<file path="config.mk">
export PLATFORM = sky130hd
export DESIGN_NAME = merge_sync_bridge
export DESIGN_NICKNAME = d
export VERILOG_FILES = /design/src/rtl/merge_sync_bridge.sv
export SDC_FILE = /design/constraint.sdc
export NUM_CORES = 1
export LEC_CHECK = 0
export CAP_MARGIN = 0
export CORE_MARGIN = 3
export CORE_UTILIZATION = 45
export DETAILED_ROUTE_END_ITERATION = 7
export GPL_ROUTABILITY_DRIVEN = 0
export PLACE_DENSITY = 0.66
export SYNTH_ARGS = -nofsm -noshare
export SYNTH_HDL_FRONTEND = slang
export SYNTH_SLANG_ARGS = --single-unit
export TNS_END_PERCENT = 100
</file>
<file path="constraint.sdc">
create_clock -name clk -period 5 [get_ports clk]
set_input_delay 1 -clock clk [delete_from_list [all_inputs] [get_ports clk]]
set_output_delay 1 -clock clk [all_outputs]
set_load 0.02 [all_outputs]
</file>
<file path="src/rtl/merge_sync_bridge.sv">
// merge_sync_bridge: async drive/free channel to clocked valid/ready FIFO stream; MERGE_SYNC_BRIDGE_STAT_EN adds stall/word counters
module merge_sync_bridge #(
  parameter int DATA_WIDTH        = 32,
  parameter int FIFO_DEPTH        = 4,
  parameter int SYNC_STAGES       = 2,
  parameter int FREE_PULSE_CYCLES = 2
) (
  input  logic                          clk,
  input  logic                          rst,
  input  logic                          i_drive,
  input  logic [DATA_WIDTH-1:0]         i_data,
  output logic                          o_free,
  output logic                          o_valid,
  input  logic                          i_ready,
  output logic [DATA_WIDTH-1:0]         o_data,
  output logic [$clog2(FIFO_DEPTH):0]   o_count
`ifdef MERGE_SYNC_BRIDGE_STAT_EN
  ,
  output logic [15:0]                   o_stall_cnt,
  output logic [15:0]                   o_word_cnt
`endif
);
  localparam int AW = $clog2(FIFO_DEPTH);
  localparam int CW = AW + 1;
  localparam int PW = $clog2(FREE_PULSE_CYCLES + 1);
  typedef enum logic [1:0] {S_IDLE, S_CAPTURE, S_FREE, S_WAIT_LOW} state_t;
  state_t                  r_state, w_state_nxt;
  logic [SYNC_STAGES-1:0]  r_sync;
  logic                    r_drv_d;
  logic                    r_free;
  logic [PW-1:0]           r_pcnt;
  logic [DATA_WIDTH-1:0]   r_mem [FIFO_DEPTH];
  logic [AW-1:0]           r_wptr, r_rptr;
  logic [CW-1:0]           r_count;
  logic                    w_drv_s, w_rise, w_full, w_pop, w_push;
  assign w_drv_s = r_sync[SYNC_STAGES-1];
  assign w_rise  = w_drv_s & ~r_drv_d;
  assign w_full  = r_count == CW'(FIFO_DEPTH);
  assign w_pop   = o_valid & i_ready;
  assign o_valid = r_count != '0;
  assign o_data  = o_valid ? r_mem[r_rptr] : '0;
  assign o_count = r_count;
  assign o_free  = r_free;
  // drive synchronizer plus one delay flop for rising-edge detection
  always_ff @(posedge clk) begin
    if (rst) begin
      r_sync  <= '0;
      r_drv_d <= 1'b0;
    end else begin
      r_sync  <= {r_sync[SYNC_STAGES-2:0], i_drive};
      r_drv_d <= w_drv_s;
    end
  end
  // capture waits for room (or a same-cycle pop) so a full FIFO stalls the merge stage instead of dropping data
  always_comb begin
    w_state_nxt = r_state;
    w_push      = 1'b0;
    case (r_state)
      S_IDLE:     w_state_nxt = w_rise ? S_CAPTURE : S_IDLE;
      S_CAPTURE: begin
        w_push      = ~w_full | w_pop;
        w_state_nxt = w_push ? S_FREE : S_CAPTURE;
      end
      S_FREE:     w_state_nxt = (r_pcnt <= PW'(1)) ? S_WAIT_LOW : S_FREE;
      S_WAIT_LOW: w_state_nxt = w_drv_s ? S_WAIT_LOW : S_IDLE;
      default:    w_state_nxt = S_IDLE;
    endcase
  end
  // state, registered free pulse and its length counter
  always_ff @(posedge clk) begin
    if (rst) begin
      r_state <= S_IDLE;
      r_free  <= 1'b0;
      r_pcnt  <= '0;
    end else begin
      r_state <= w_state_nxt;
      r_free  <= w_state_nxt == S_FREE;
      r_pcnt  <= w_push ? PW'(FREE_PULSE_CYCLES) : (r_state == S_FREE) ? r_pcnt - PW'(1) : r_pcnt;
    end
  end
  // circular buffer storage
  always_ff @(posedge clk) begin
    if (rst) begin
      for (int k = 0; k < FIFO_DEPTH; k++) r_mem[k] <= '0;
    end else if (w_push) begin
      r_mem[r_wptr] <= i_data;
    end
  end
  // pointers wrap modulo depth; occupancy nets push against pop
  always_ff @(posedge clk) begin
    if (rst) begin
      r_wptr  <= '0;
      r_rptr  <= '0;
      r_count <= '0;
    end else begin
      r_wptr  <= w_push ? r_wptr + AW'(1) : r_wptr;
      r_rptr  <= w_pop ? r_rptr + AW'(1) : r_rptr;
      r_count <= r_count + CW'(w_push) - CW'(w_pop);
    end
  end
`ifdef MERGE_SYNC_BRIDGE_STAT_EN
  logic [15:0] r_stall_cnt, r_word_cnt;
  assign o_stall_cnt = r_stall_cnt;
  assign o_word_cnt  = r_word_cnt;
  // saturating full-FIFO stall counter and wrapping accepted-word counter
  always_ff @(posedge clk) begin
    if (rst) begin
      r_stall_cnt <= '0;
      r_word_cnt  <= '0;
    end else begin
      r_stall_cnt <= (r_state == S_CAPTURE && w_full && !w_pop && r_stall_cnt != 16'hFFFF) ? r_stall_cnt + 16'd1 : r_stall_cnt;
      r_word_cnt  <= r_word_cnt + 16'(w_push);
    end
  end
`endif
endmodule

</file>
==> flow_summary.html, run 1 <==
<table>
<tr><th>Metric</th><th>Value</th></tr>
<tr><th colspan="2">Clock network</th></tr>
<tr><td>Post-CTS Setup Bufs</td><td>0</td></tr>
<tr><td>Clk root buf</td><td>clkbuf_16</td></tr>
<tr><td>Number of buffers created by CTS</td><td>17</td></tr>
<tr><td>Clock slew at reported path FFs</td><td>about 0.060 ns</td></tr>
<tr><td>Clock sink count</td><td>between 100 and 150</td></tr>
<tr><td>Count of cells resized by post-cts repair</td><td>0</td></tr>
<tr><td>Buffers from clock root to sink, at most</td><td>2</td></tr>
<tr><td>Clock tree from TritonCTS</td><td>done</td></tr>
<tr><td>Clock network latency to the later pin of the worst-skew pair</td><td>between 0.4 and 0.5 ns</td></tr>
<tr><td>Total of hold buffers inserted after clock tree synthesis</td><td>0</td></tr>
<tr><td>H-tree depth</td><td>4</td></tr>
<tr><th colspan="2">Critical path</th></tr>
<tr><td>Required time at the endpoint of the critical path</td><td>approximately 4.0 ns</td></tr>
<tr><td>Type of element launching the critical path</td><td>flip-flop</td></tr>
<tr><td>Length in cells of the worst reg-to-reg path</td><td>3</td></tr>
<tr><td>CP arrival</td><td>approximately 2.8 ns</td></tr>
<tr><td>Crit Path Category</td><td>reg -&gt; out</td></tr>
<tr><td>Nature of the critical path endpoint</td><td>primary output</td></tr>
<tr><td>Maximum net fanout on the critical path</td><td>18</td></tr>
<tr><th colspan="2">Power and ir drop</th></tr>
<tr><td>Clk pwr share</td><td>0.308</td></tr>
<tr><td>Sequential share of power</td><td>0.407</td></tr>
<tr><td>Cell Int Power</td><td>around 2.7 mW</td></tr>
<tr><td>Comb pwr share</td><td>0.285</td></tr>
<tr><td>P per Cell Area</td><td>about 490 nW/um2</td></tr>
<tr><td>Leakage power</td><td>~2.7 nW</td></tr>
<tr><td>Net load switching power</td><td>between 1 and 1.5 mW</td></tr>
<tr><td>VDD IR max</td><td>~230 uV</td></tr>
<tr><td>Switch share</td><td>0.2905</td></tr>
<tr><th colspan="2">Final layout</th></tr>
<tr><td>Antenna cell count</td><td>0</td></tr>
<tr><td>Highest-count cells in the layout ignoring fill and taps</td><td>135 x nor2_1, 128 x edfxtp_1, 71 x clkdlybuf4s50_1, 36 x nand2b_1, 35 x nor2b_1</td></tr>
<tr><td>Area growth from synthesis to layout</td><td>21.58%</td></tr>
<tr><td>Finished layout cell area</td><td>around 7800 um2</td></tr>
<tr><td>Share of the core filled with cells</td><td>0.5720</td></tr>
<tr><td>Most common cell after layout, fill and taps aside</td><td>nor2_1</td></tr>
<tr><td>Count of nets after finishing</td><td>about 570</td></tr>
<tr><td>Fraction of final layout cells with drive strength greater than 1</td><td>0.1463</td></tr>
<tr><th colspan="2">Status</th></tr>
<tr><td>Result of the run</td><td>completed</td></tr>
<tr><th colspan="2">Yosys</th></tr>
<tr><td>Cells after Synth</td><td>between 400 and 500</td></tr>
<tr><td>Post-synthesis xor/xnor area fraction</td><td>0.004119</td></tr>
<tr><td>Synthesized cell area</td><td>6379 um2</td></tr>
<tr><td>Share of the synthesized area in compound gates (AO/OA/AOI/OAI)</td><td>0.01491</td></tr>
<tr><td>Simple-gate portion of the synthesized area</td><td>0.1724</td></tr>
<tr><td>Share of synthesized area occupied by flip-flops and latches</td><td>0.6559</td></tr>
<tr><td>Number of distinct library cell variants in the gate-level netlist after synthesis</td><td>36</td></tr>
<tr><td>Average cell area after synthesis</td><td>13.93 um2</td></tr>
<tr><td>Post-synth net total</td><td>497</td></tr>
<tr><td>Number of register bits inferred by synthesis</td><td>145</td></tr>
<tr><td>Fraction of the mapped netlist area in adder cells</td><td>0.007062</td></tr>
<tr><td>Combinational family with the most area after synthesis</td><td>simple AND/OR/NAND/NOR gates</td></tr>
<tr><td>Portion of netlist area occupied by mux cells</td><td>0.1146</td></tr>
<tr><td>Ys Warns</td><td>0</td></tr>
<tr><th colspan="2">Floorplanning</th></tr>
<tr><td>Die W</td><td>between 100 and 150 um</td></tr>
<tr><td>Initial core utilization</td><td>0.4705</td></tr>
<tr><td>Top-level port count</td><td>between 70 and 80</td></tr>
<tr><td>Area enclosed by the die boundary</td><td>roughly 16000 um2</td></tr>
<tr><td>Placeable core region</td><td>~14000 um2</td></tr>
<tr><td>Number of rows created at floorplan</td><td>42</td></tr>
<tr><td>Height of the die</td><td>approximately 130 um</td></tr>
<tr><th colspan="2">Timing</th></tr>
<tr><td>Post-layout worst setup margin</td><td>approximately 1.2 ns</td></tr>
<tr><td>Sum of negative setup slack</td><td>0 ns</td></tr>
<tr><td>Fin. Hold Viols</td><td>0</td></tr>
<tr><td>Final-layout worst hold slack</td><td>around 0.44 ns</td></tr>
<tr><td>Share of the clock period used by the worst path after layout</td><td>0.7651</td></tr>
<tr><td>Unrepaired setup endpoints after global routing</td><td>false</td></tr>
<tr><td>Max_slew headroom</td><td>0.3384</td></tr>
<tr><td>Maximum clock skew at final layout</td><td>~0.0065 ns</td></tr>
<tr><td>Highest attainable clock frequency</td><td>~0.26 GHz</td></tr>
<tr><td># setup viols final</td><td>0</td></tr>
<tr><td>Clock period minus final worst setup slack</td><td>between 3 and 4 ns</td></tr>
<tr><td>Max Transition Viols Final</td><td>0</td></tr>
<tr><td>Transition time at the pin with the least slew margin</td><td>0.9924 ns</td></tr>
<tr><th colspan="2">Place</th></tr>
<tr><td>Placed instance area</td><td>around 7200 um2</td></tr>
<tr><td>IO Port Bufs</td><td>72</td></tr>
<tr><td>Post-Place Setup Slack</td><td>1.238 ns</td></tr>
<tr><td>Dpl hpwl</td><td>around 7.5 mm</td></tr>
<tr><th colspan="2">Global routing</th></tr>
<tr><td>Gr ovfl total</td><td>0</td></tr>
<tr><td>Maximum number of pins on one net before global-route repair</td><td>36</td></tr>
<tr><td>Via count of the first global-routing pass</td><td>about 4000</td></tr>
<tr><td>Global-route usage over all layers</td><td>0.1720</td></tr>
<tr><td>Antenna violations before repair</td><td>0</td></tr>
<tr><td>First-pass GRT wire length</td><td>slightly above 20 mm</td></tr>
<tr><th colspan="2">Hold path</th></tr>
<tr><td>Number of cells on the worst hold path</td><td>1</td></tr>
<tr><td>Type of the tightest min-delay check</td><td>reg -&gt; reg</td></tr>
<tr><th colspan="2">Detailed routing</th></tr>
<tr><td>Number of nets with antenna violations after detailed routing</td><td>0</td></tr>
<tr><td>DRC errors left</td><td>0</td></tr>
<tr><td>Number of iterations in the first detailed-routing pass</td><td>4</td></tr>
<tr><td>Detailed-route via count</td><td>approximately 3700</td></tr>
<tr><td>DRT Wirelength</td><td>between 10 and 15 mm</td></tr>
<tr><td>Number of vias per cell after detailed routing</td><td>5.198</td></tr>
<tr><td>Drt initial violations</td><td>340</td></tr>
<tr><td>Routed wire length per instance</td><td>roughly 18 um</td></tr>
<tr><th colspan="2">Flow run</th></tr>
<tr><td>Max-capacitance violation count</td><td>0</td></tr>
</table>
-- worst paths after layout --
path | startpoint | endpoint | slack (ns)
setup / recovery | flip-flop | o_data[13] | 1.17
hold / removal | r_sync[0] | r_sync[1] | 0.44
setup reg to reg | r_state[0] | r_mem[1][31] | 2.12
hold reg to reg | r_sync[0] | r_sync[1] | 0.44
-- final cells by class --
class / count / area (um2)
repair buffers: 79 / 768.2
multi-input cells: 279 / 2009
fillers: 1141 / 5803
flip-flops and latches: 145 / 4187
clock inverters: 14 / 122.6
clock buffers: 18 / 429.2
inverters: 5 / 18.77
well taps: 176 / 220.2
-- registers in the layout, indices dropped and copies added (netlist names), named ones only --
register,flops
r_mem,128
o_count,3
r_pcnt,2
r_rptr,2
r_state,2
r_sync,2
r_wptr,2
o_free,1
r_drv_d,1
-- metrics by stage --
step           power (mW)  instances
2_1_floorplan       2.282        458
3_5_place_dp        2.700        684
4_1_cts             3.875        716
3_3_place_gp        2.681        684
6_report            3.832        716
5_1_grt             4.001        716
-- synth_stat cells --
| master | count | area [um2] |
|---|---|---|
| nor2_1 | 135 | 506.7 |
| nand3_2 | 1 | 10.01 |
| nand2_2 | 1 | 6.260 |
| xnor2_1 | 1 | 8.760 |
| buf_1 | 3 | 11.26 |
| nor2b_1 | 35 | 219.0 |
| inv_1 | 5 | 18.77 |
| nand4b_2 | 1 | 15.01 |
| a31o_1 | 2 | 17.52 |
| xor2_1 | 2 | 17.52 |
| nand2_1 | 1 | 3.750 |
| fa_1 | 1 | 20.02 |
| buf_2 | 5 | 25.02 |
| nand3_1 | 1 | 5.000 |
| mux2i_1 | 1 | 10.01 |
| dfxtp_1 | 17 | 340.3 |
| and2b_1 | 3 | 22.52 |
| ha_1 | 2 | 25.02 |
| buf_4 | 9 | 67.56 |
| a21o_1 | 2 | 15.01 |
| edfxtp_1 | 128 | 3844 |
| mux4_2 | 32 | 720.7 |
| clkbuf_1 | 8 | 30.03 |
| and2_4 | 1 | 8.760 |
| nand4_4 | 1 | 21.27 |
| buf_6 | 4 | 45.04 |
| a211oi_1 | 1 | 7.510 |
| or3_1 | 1 | 6.260 |
| o31ai_1 | 1 | 7.510 |
| a21oi_1 | 5 | 25.02 |
| nor3_1 | 3 | 15.01 |
| o21ai_0 | 3 | 15.01 |
| or4b_1 | 1 | 10.01 |
| a22oi_1 | 1 | 7.510 |
| nand2b_1 | 39 | 244.0 |
| and2_1 | 1 | 6.260 |
-- power by group through the flow --
stage          Sequential (mW)  Combinational, mW  Clock, mW
2_1_floorplan             1.53              0.751          0
3_3_place_gp              1.58               1.10          0
3_5_place_dp              1.59               1.11          0
4_1_cts                   1.56               1.11       1.20
5_1_grt                   1.58               1.18       1.24
6_report                  1.56               1.09       1.18
-- per-layer routing --
layer | track usage | share of wire
met5 | 0 | 0
met4 | 0.05421 | 0.010
met3 | 0.03539 | 0.045
met2 | 0.3107 | 0.53
met1 | 0.2071 | 0.41
-- critical path: stages, from the launching register on --
cell	delay [ns]
dfxtp_2	0.67
buf_4	0.45
mux4_2	0.57
nor2b_1	0.15
clkdlybuf4s50_1	0.55
-- cell families after synthesis --
| logic type | after synthesis |
|---|---|
| AOI/OAI and AO/OA | 15 |
| xor gates and xnor gates | 3 |
| adders and majority gates | 3 |
| buffers and inverters | 34 |
| DFF | 145 |
| muxes | 33 |
| and+or+nand+nor | 225 |
Power figures use the tool's default switching activity.
==> run 2: changes to the inputs <==
- PLACE_DENSITY: 0.66 -> 0.69
- clock period: 5 -> 3.4 ns (I/O delays scaled with it)
==> run 2 against run 1 <==
Against the previous run:
- clock skew rose by 0.018 ns
- non-clock buffer count grew 9
- sequential share of layout area is 0.30 points lower
- sequential cell count unchanged
- total power up 43%
- largest power group unchanged
- via count shrank 0.32%
- combinational power grew 57%
==> flow_summary.html, run 2 (same netlist as run 1, synthesis figures left out) <==
<table>
<tr><th>Metric</th><th>Value</th></tr>
<tr><th colspan="2">Global routing</th></tr>
<tr><td>Gr ovfl total</td><td>0</td></tr>
<tr><td>First-pass GRT wire length</td><td>around 21 mm</td></tr>
<tr><td>Antenna violations before repair</td><td>0</td></tr>
<tr><td>Global-route usage over all layers</td><td>0.1717</td></tr>
<tr><td>Via count of the first global-routing pass</td><td>3908</td></tr>
<tr><td>Maximum number of pins on one net before global-route repair</td><td>36</td></tr>
<tr><th colspan="2">Flow run</th></tr>
<tr><td>Max-capacitance violation count</td><td>0</td></tr>
<tr><th colspan="2">Clock network</th></tr>
<tr><td>Post-CTS Setup Bufs</td><td>0</td></tr>
<tr><td>H-tree depth</td><td>4</td></tr>
<tr><td>Clock sink count</td><td>approximately 150</td></tr>
<tr><td>Clk root buf</td><td>clkbuf_16</td></tr>
<tr><td>Count of cells resized by post-cts repair</td><td>0</td></tr>
<tr><td>Buffers from clock root to sink, at most</td><td>2</td></tr>
<tr><td>Total of hold buffers inserted after clock tree synthesis</td><td>0</td></tr>
<tr><td>Number of buffers created by CTS</td><td>17</td></tr>
<tr><td>Clock network latency to the later pin of the worst-skew pair</td><td>0.42 ns</td></tr>
<tr><td>Clock tree from TritonCTS</td><td>done</td></tr>
<tr><td>Clock slew at reported path FFs</td><td>approximately 0.050 ns</td></tr>
<tr><th colspan="2">Power and ir drop</th></tr>
<tr><td>Comb pwr share</td><td>0.311</td></tr>
<tr><td>Cell Int Power</td><td>3.890 mW</td></tr>
<tr><td>Leakage power</td><td>2.710 nW</td></tr>
<tr><td>Switch share</td><td>0.2917</td></tr>
<tr><td>Total power of the final layout</td><td>about 5.5 mW</td></tr>
<tr><td>Clk pwr share</td><td>0.282</td></tr>
<tr><td>P per Cell Area</td><td>a little over 700 nW/um2</td></tr>
<tr><td>Sequential share of power</td><td>0.407</td></tr>
<tr><td>Net load switching power</td><td>between 1.5 and 2 mW</td></tr>
<tr><td>VDD IR max</td><td>347.6 uV</td></tr>
<tr><th colspan="2">Floorplanning</th></tr>
<tr><td>Number of rows created at floorplan</td><td>42</td></tr>
<tr><td>Area enclosed by the die boundary</td><td>15640 um2</td></tr>
<tr><td>Initial core utilization</td><td>0.4705</td></tr>
<tr><td>Height of the die</td><td>125.1 um</td></tr>
<tr><td>Placeable core region</td><td>about 14000 um2</td></tr>
<tr><td>Top-level port count</td><td>73</td></tr>
<tr><td>Die W</td><td>125.1 um</td></tr>
<tr><th colspan="2">Critical path</th></tr>
<tr><td>Critical Path Sink</td><td>o_data[1]</td></tr>
<tr><td>Maximum net fanout on the critical path</td><td>22</td></tr>
<tr><td>Launch instance of the worst register-to-register path</td><td>o_count[1]</td></tr>
<tr><td>Type of element launching the critical path</td><td>flip-flop</td></tr>
<tr><td>CP arrival</td><td>2.44 ns</td></tr>
<tr><td>Length in cells of the worst reg-to-reg path</td><td>9</td></tr>
<tr><td>FF-to-FF setup slack</td><td>approximately 1.2 ns</td></tr>
<tr><td>Crit Path Category</td><td>reg -&gt; out</td></tr>
<tr><td>Critical R2R Capture</td><td>o_count[2]</td></tr>
<tr><td>Nature of the critical path endpoint</td><td>primary output</td></tr>
<tr><td>Required time at the endpoint of the critical path</td><td>~2.7 ns</td></tr>
<tr><th colspan="2">Timing</th></tr>
<tr><td>Share of the clock period used by the worst path after layout</td><td>0.9189</td></tr>
<tr><td>Highest attainable clock frequency</td><td>roughly 0.32 GHz</td></tr>
<tr><td>Max Transition Viols Final</td><td>0</td></tr>
<tr><td>Unrepaired setup endpoints after global routing</td><td>false</td></tr>
<tr><td>Sum of negative setup slack</td><td>0 ns</td></tr>
<tr><td>Fin. Hold Viols</td><td>0</td></tr>
<tr><td>Post-layout worst setup margin</td><td>roughly 0.28 ns</td></tr>
<tr><td>Max_slew headroom</td><td>0.3591</td></tr>
<tr><td>Maximum clock skew at final layout</td><td>around 0.024 ns</td></tr>
<tr><td>Final-layout worst hold slack</td><td>0.4323 ns</td></tr>
<tr><td>Transition time at the pin with the least slew margin</td><td>between 0.9 and 1 ns</td></tr>
<tr><td>Clock period minus final worst setup slack</td><td>approximately 3.1 ns</td></tr>
<tr><td># setup viols final</td><td>0</td></tr>
<tr><th colspan="2">Detailed routing</th></tr>
<tr><td>Number of vias per cell after detailed routing</td><td>5.117</td></tr>
<tr><td>Detailed-route via count</td><td>3710</td></tr>
<tr><td>Drt initial violations</td><td>~270</td></tr>
<tr><td>Number of nets with antenna violations after detailed routing</td><td>0</td></tr>
<tr><td>Number of iterations in the first detailed-routing pass</td><td>5</td></tr>
<tr><td>Routed wire length per instance</td><td>roughly 18 um</td></tr>
<tr><td>DRC errors left</td><td>0</td></tr>
<tr><td>DRT Wirelength</td><td>12.86 mm</td></tr>
<tr><th colspan="2">Status</th></tr>
<tr><td>Result of the run</td><td>completed</td></tr>
<tr><th colspan="2">Final layout</th></tr>
<tr><td>Highest-count cells in the layout ignoring fill and taps</td><td>135 x nor2_1, 128 x edfxtp_1, 71 x clkdlybuf4s50_1, 36 x nand2b_1, 35 x nor2b_1</td></tr>
<tr><td>Area growth from synthesis to layout</td><td>22.26%</td></tr>
<tr><td>Number of flip-flops in the largest register</td><td>about 130</td></tr>
<tr><td>Count of nets after finishing</td><td>575</td></tr>
<tr><td>Fill cell instance count of the final layout</td><td>roughly 1100</td></tr>
<tr><td>Most common cell after layout, fill and taps aside</td><td>nor2_1</td></tr>
<tr><td>Top register by number of flip-flops</td><td>r_mem</td></tr>
<tr><td>Antenna cell count</td><td>0</td></tr>
<tr><td>Fraction of final layout cells with drive strength greater than 1</td><td>0.1512</td></tr>
<tr><th colspan="2">Place</th></tr>
<tr><td>IO Port Bufs</td><td>around 70</td></tr>
<tr><td>Dpl hpwl</td><td>approximately 7.8 mm</td></tr>
<tr><td>Post-Place Setup Slack</td><td>between 0.4 and 0.5 ns</td></tr>
<tr><th colspan="2">Hold path</th></tr>
<tr><td>Type of the tightest min-delay check</td><td>reg -&gt; reg</td></tr>
</table>
## run 2: changes by cell type in the layout (fill, tap and decap cells not counted)
cell,previous run,this run
buf_4,7,13
buf_12,0,3
clkinvlp_4,3,1
clkbuf_1,1,6
clkinv_2,5,4
bufinv_16,2,0
## run 2: metal layers
metal	share of wire	GRT usage	routed length [um]	vias up
met3	0.065	0.04264	839	4
met1	0.42	0.2207	5378	1814
met2	0.51	0.2857	6546	119
met4	0.0072	0.06186	92	0
li1	-	-	-	1773
met5	0	0	0	-
## run 2: layout make-up
| class | count | area (um2) | share of cell area |
|---|---|---|---|
| flip-flops and latches | 145 | 4187 | 0.5368 |
| clock buffers | 23 | 447.9 | 0.05744 |
| multi-input cells | 279 | 2009 | 0.2577 |
| inverters | 5 | 18.77 | 0.002407 |
| clock inverters | 9 | 42.54 | 0.005455 |
| well taps | 176 | 220.2 | 0.02824 |
| repair buffers | 88 | 873.3 | 0.1120 |
## run 2: power groups by stage
| stage | sequential (mW) | combinational (mW) | clock, mW |
|---|---|---|---|
| global placement | 2.26 | 1.72 | 0 |
| detailed placement | 2.27 | 1.74 | 0 |
| floorplan | 2.25 | 1.10 | 0 |
| CTS | 2.24 | 1.74 | 1.57 |
| global route | 2.26 | 1.85 | 1.65 |
| finish | 2.24 | 1.71 | 1.55 |
## run 2: worst max-delay path, stage by stage (launching register included)
cell             delay, ns
dfxtp_2               0.32
buf_4                 0.40
mux4_2                0.57
nor2b_1               0.17
clkdlybuf4s50_1       0.57
## run 2: worst min-delay path by stage
stage               from  slack, ns        end  cells past startpoint
4_1_cts        r_sync[0]       0.44  r_sync[1]                      1
3_3_place_gp   r_sync[0]       0.42  r_sync[1]                      1
2_1_floorplan  r_sync[0]       0.41  r_sync[1]                      1
5_1_grt        r_sync[0]       0.46  r_sync[1]                      1
6_report       r_sync[0]       0.43  r_sync[1]                      1
3_5_place_dp   r_sync[0]       0.42  r_sync[1]                      1
## run 2: per-stage QoR
stage	util	cells	cell area, um2
2_1_floorplan	-	458	6379
3_3_place_gp	0.5390	693	7308
3_5_place_dp	0.5390	693	7308
4_1_cts	0.5752	725	7799
5_1_grt	0.5752	725	7799
6_report	0.5752	725	7799
